===== src/rtl/sr_latch_writer.sv =====
`default_nettype none
// ============================================================================
// Module      : sr_latch_writer
// Description : Write controller for a bank of WIDTH gated SR latches.
//               Accepts a masked write over valid/ready, sequences the latch
//               protocol (setup -> enable pulse -> hold -> clear), then reads
//               Q/QBAR back and reports done, readback data and an error flag.
//               S and R are derived from one data/mask pair so a bit can
//               never see S=R=1.
// Ports       : clk        - clock, all state on rising edge
//               rst        - synchronous active-high reset
//               wr_valid   - write request valid
//               wr_ready   - idle, able to accept a write
//               wr_data    - target latch values
//               wr_mask    - 1 = write bit, 0 = leave bit (S=R=0)
//               s, r, en   - set / reset / gate drives to the latch bank
//               latch_q    - latch Q readback
//               latch_qbar - latch QBAR readback
//               done       - one-cycle pulse at end of a write sequence
//               rd_data    - latch_q sampled in CHECK
//               err        - readback mismatch or Q/QBAR not complementary
// Revision    : 1.0 - initial release
// ============================================================================
module sr_latch_writer #(
    parameter int WIDTH     = 4,
    parameter int SETUP_CYC = 1,
    parameter int PULSE_CYC = 2
) (
    input  logic             clk,
    input  logic             rst,
    input  logic             wr_valid,
    output logic             wr_ready,
    input  logic [WIDTH-1:0] wr_data,
    input  logic [WIDTH-1:0] wr_mask,
    output logic [WIDTH-1:0] s,
    output logic [WIDTH-1:0] r,
    output logic             en,
    input  logic [WIDTH-1:0] latch_q,
    input  logic [WIDTH-1:0] latch_qbar,
    output logic             done,
    output logic [WIDTH-1:0] rd_data,
    output logic             err
);

    localparam logic [2:0] c_ST_IDLE  = 3'd0;
    localparam logic [2:0] c_ST_SETUP = 3'd1;
    localparam logic [2:0] c_ST_PULSE = 3'd2;
    localparam logic [2:0] c_ST_HOLD  = 3'd3;
    localparam logic [2:0] c_ST_CLEAR = 3'd4;
    localparam logic [2:0] c_ST_CHECK = 3'd5;

    // One down-counter serves both the setup and pulse phases.
    localparam int c_CNT_MAX = (SETUP_CYC > PULSE_CYC) ? SETUP_CYC : PULSE_CYC;
    localparam int c_CNT_W   = (c_CNT_MAX > 1) ? $clog2(c_CNT_MAX) : 1;
    localparam logic [c_CNT_W-1:0] c_SETUP_LOAD = c_CNT_W'(SETUP_CYC - 1);
    localparam logic [c_CNT_W-1:0] c_PULSE_LOAD = c_CNT_W'(PULSE_CYC - 1);

    logic [2:0]         r_state;
    logic [c_CNT_W-1:0] r_cnt;
    logic [WIDTH-1:0]   r_data;
    logic [WIDTH-1:0]   r_mask;
    logic [WIDTH-1:0]   r_shadow;
    logic               r_wr_ready;
    logic [WIDTH-1:0]   r_s;
    logic [WIDTH-1:0]   r_r;
    logic               r_en;
    logic               r_done;
    logic [WIDTH-1:0]   r_rd_data;
    logic               r_err;

    logic [WIDTH-1:0]   w_expected;
    logic               w_err;

    // Masked bits take the new data; unmasked bits keep the believed contents.
    assign w_expected = (r_data & r_mask) | (r_shadow & ~r_mask);
    // A healthy latch reads back the expected value with QBAR = ~Q.
    assign w_err      = (|(latch_q ^ w_expected)) | (|(~(latch_q ^ latch_qbar)));

    always_ff @(posedge clk) begin
        if (rst) begin
            r_state    <= c_ST_IDLE;
            r_cnt      <= '0;
            r_data     <= '0;
            r_mask     <= '0;
            r_shadow   <= '0;
            r_wr_ready <= 1'b1;
            r_s        <= '0;
            r_r        <= '0;
            r_en       <= 1'b0;
            r_done     <= 1'b0;
            r_rd_data  <= '0;
            r_err      <= 1'b0;
        end else begin
            r_done <= 1'b0;
            case (r_state)
                c_ST_IDLE: begin
                    if (wr_valid && r_wr_ready) begin
                        r_data     <= wr_data;
                        r_mask     <= wr_mask;
                        // S and R are disjoint by construction.
                        r_s        <= wr_data & wr_mask;
                        r_r        <= ~wr_data & wr_mask;
                        r_wr_ready <= 1'b0;
                        r_cnt      <= c_SETUP_LOAD;
                        r_state    <= c_ST_SETUP;
                    end
                end
                c_ST_SETUP: begin
                    if (r_cnt == '0) begin
                        r_en    <= 1'b1;
                        r_cnt   <= c_PULSE_LOAD;
                        r_state <= c_ST_PULSE;
                    end else begin
                        r_cnt <= r_cnt - 1'b1;
                    end
                end
                c_ST_PULSE: begin
                    if (r_cnt == '0) begin
                        r_en    <= 1'b0;
                        r_state <= c_ST_HOLD;
                    end else begin
                        r_cnt <= r_cnt - 1'b1;
                    end
                end
                c_ST_HOLD: begin
                    // S/R stay put through the cycle EN falls, then release.
                    r_s     <= '0;
                    r_r     <= '0;
                    r_state <= c_ST_CLEAR;
                end
                c_ST_CLEAR: begin
                    r_state <= c_ST_CHECK;
                end
                c_ST_CHECK: begin
                    r_rd_data  <= latch_q;
                    r_err      <= w_err;
                    r_done     <= 1'b1;
                    r_shadow   <= w_expected;
                    r_wr_ready <= 1'b1;
                    r_state    <= c_ST_IDLE;
                end
                default: begin
                    r_s        <= '0;
                    r_r        <= '0;
                    r_en       <= 1'b0;
                    r_wr_ready <= 1'b1;
                    r_state    <= c_ST_IDLE;
                end
            endcase
        end
    end

    assign wr_ready = r_wr_ready;
    assign s        = r_s;
    assign r        = r_r;
    assign en       = r_en;
    assign done     = r_done;
    assign rd_data  = r_rd_data;
    assign err      = r_err;

endmodule
`default_nettype wire

===== config.mk =====
export PLATFORM = sky130hd
export DESIGN_NAME = sr_latch_writer
export DESIGN_NICKNAME = d
export VERILOG_FILES = /design/src/rtl/sr_latch_writer.sv
export SDC_FILE = /design/constraint.sdc
export NUM_CORES = 1
export LEC_CHECK = 0
export BUFFER_PORTS_ARGS = -buffer_cell sky130_fd_sc_hd__buf_2
export CAP_MARGIN = 20
export CORE_ASPECT_RATIO = 1.2
export CORE_MARGIN = 1.5
export CORE_UTILIZATION = 47
export DETAILED_ROUTE_END_ITERATION = 10
export GPL_TIMING_DRIVEN = 0
export PLACE_DENSITY = 0.74
export SYNTH_ARGS = -nofsm -noshare
export SYNTH_HDL_FRONTEND = slang
export SYNTH_SLANG_ARGS = --single-unit
export TNS_END_PERCENT = 5

===== constraint.sdc =====
create_clock -name clk -period 1.63 [get_ports clk]
set_clock_uncertainty 0.1 [all_clocks]
set_input_delay 0.0815 -clock clk [delete_from_list [all_inputs] [get_ports clk]]
set_output_delay 0.0815 -clock clk [all_outputs]
set_load 0.01 [all_outputs]

==> results.cfg <==
[cts]
cts_tree = done
cts-root-buf = clkbuf_4
cts_buffer_depth = 2
htree_num_levels = 2
cts_num_sinks = 32
cts_made_buffers = 5
clk_latency_ns = 0.36
cts.clk_slew.worst_paths_ns = 0.11

[setup_path]
rr_startpoint = r_state[1]
reg2reg_depth = 5
critical_path_arrival_ns = 1.87
start_kind = register
cp-end-kind = register
worst-setup-path-type = register to register
worstPathRequired_ns = 1.83
timing.rr.end = r[3]
rrSetupSlack_ns = -0.04
critPathMaxFanout = 7

[synthesis]
ys.warnings.count = 0
synth-edff-count = 0
yosys_register_bits = 32
ys_async_sr_fraction_pct = 0
syn-num-nets = 187
yosysSeqAreaShare_pct = 44.3
synth_cell_types = 29
syn-cell-area_um2 = 1450
syn_avg_cell_area_um2 = 8.60
ys.flop_type = dfxtp_1
syn_inst = 168

[hold_path]
worstHoldEndpoint = err
min_path_type = input pin to register
whs_path_depth = 4
min-delay-start = latch_qbar[1]

[grt]
grt_max_degree = 11
antenna_found_initial = 0
grt_pass1_wl_mm = 5.41
grt.total_usage_pct = 22.0
gr-total-overflow = 0
grt_pass1_vias = 1284

[sta]
tightestPinTransition_ns = 0.593
max_clock_freq_mhz = 599
fin_crit_ns = 1.67
drv_slew = 0
maxSlewHeadroom_pct = 60.5
rsz0062_at_grt = yes
layout_setup_ws_ns = -0.0400
hold_violations = 0
post-route-period-util_pct = 102
setup_viol = 2

[placement]
pre_cts_slack_ns = -0.0920
gp_congestion = 0.748
dp_hpwl_mm = 2.29
portBuffers = 34
dp_cells = 236

[run_status]
status = finished, violations left
violations = negative setup slack

[route]
drtIter0Drc = 52
wire_per_inst_um = 13.2
viasPerCell = 5.27
drc_errors = 0
wirelength_mm = 3.49
drtPass1Iterations = 4
vias = 1391
drtAntennaViolNets = 0

[floorplan]
num_rows = 21
die_w_um = 53.6
core_area_um2 = 2860
die_y_um = 63.7
pin_count = 35
start_util_pct = 50.5
dieArea_um2 = 3420

[final_layout]
syn2layout_area_growth_pct = 38.5
regArea_um2 = 649
nFillCells = 228
utilization_pct = 69.9
antenna_cells = 0
drive_gt1_share_pct = 28.3
finalNonFillerCells = 264
num-nets-final = 248
multi_input_area_um2 = 785

[pwr]
power_density_nw_per_um2 = 1080
p_leak_nw = 0.844
vdd_drop_max_uv = 1030
p_total_mw = 2.16

[run]
max-cap-violations = 0
how the worst max path moves through the flow:
stage / end / from
5_1_grt: r[3] / r_state[1]
2_1_floorplan: r[2] / r_state[1]
4_1_cts: err / r_state[0]
3_5_place_dp: s[2] / r_state[2]
6_report: r[3] / r_state[1]
3_3_place_gp: s[3] / r_state[2]
layer usage:
metal / track usage, % / part of all wire [%]
met2: 38.6 / 50
met4: 8.65 / 1.9
met1: 23.5 / 42
met5: 0 / 0
met3: 7.01 / 5.9
worst max-delay path, stage by stage, from the launching register on:
cell	delay [ns]
dfxtp_4	0.36
nand3b_4	0.15
o31a_4	0.38
buf_6	0.14
or3_4	0.38
a21oi_2	0.11
cell usage in the layout, fill, tap and decap left out, types with 3 or more instances in the layout:
cell type / netlist / final
dlygate4sd3_1: 0 / 13
nand3_1: 4 / 4
nand2_1: 30 / 30
or3b_1: 4 / 4
nand3b_1: 3 / 3
nor2_1: 15 / 15
buf_2: 2 / 35
dfxtp_1: 32 / 29
buf_4: 0 / 5
mux2i_1: 15 / 15
clkbuf_4: 0 / 6
inv_1: 3 / 3
nor2b_1: 7 / 7
clkbuf_1: 5 / 4
a21oi_1: 21 / 19
state kept, by name, indices dropped and copies added (netlist names):
name	count
r_shadow	4
r	4
err	1
r_cnt	1
rd_data	4
r_mask	4
s	4
en	1
r_data	4
wr_ready	1
r_state	3
done	1
through the flow:
stage / hold WS (ns) / setup TNS, ns / area (µm²)
CTS: 0.0286 / -0.0800 / 1900
global route: 0.0244 / -0.123 / 2000
detailed placement: 0.216 / -0.334 / 1660
finish: 0.0259 / -0.0600 / 2000
global placement: 0.203 / -0.120 / 1660
floorplan: 0.0531 / 0 / 1450
kinds of logic after synthesis:
| logic type | after synthesis | share of synthesized area [%] |
|---|---|---|
| flops | 32 | 44.3 |
| mux | 15 | 10.4 |
| simple gates | 78 | 28.4 |
| compound gates | 31 | 13.1 |
| buf+inv | 12 | 3.81 |
layout make-up:
class | instances | share of cell area (%)
well taps | 34 | 2.13
multi-input cells | 124 | 39.2
clock buffers | 7 | 3.25
plain buffers | 9 | 2.44
flip-flops and latches | 32 | 32.4
inverters | 3 | 0.563
clock inverters | 1 | 1.50
repair buffers | 54 | 18.5
power breakdown:
group	internal, mW	switching [mW]
Sequential	0.853	0.0625
Clock	0.407	0.292
Combinational	0.288	0.262
Yosys cell counts, types with 2 or more instances:
cell | number | area (µm²)
a211oi_1 | 2 | 15.0
a21oi_1 | 21 | 105
and3b_1 | 2 | 17.5
buf_2 | 2 | 10.0
clkbuf_1 | 5 | 18.8
dfxtp_1 | 32 | 641
inv_1 | 3 | 11.3
mux2i_1 | 15 | 150
nand2_1 | 30 | 113
nand2b_1 | 2 | 12.5
nand3_1 | 4 | 20.0
nand3b_1 | 3 | 22.5
nor2_1 | 15 | 56.3
nor2b_1 | 7 | 43.8
nor3_1 | 3 | 15.0
o22ai_1 | 2 | 12.5
o32a_1 | 2 | 20.0
or3_1 | 4 | 25.0
or3b_1 | 4 | 35.0
repair_timing:
item,4_1_cts,5_1_grt
endpoints found under the hold margin,22,0
pin swaps,0,6
hold buffers,13,0
endpoints found under the setup margin,10,9
setup buffers,0,7
resized for setup,4,10
cloned,0,0
Power figures use the tool's default switching activity.
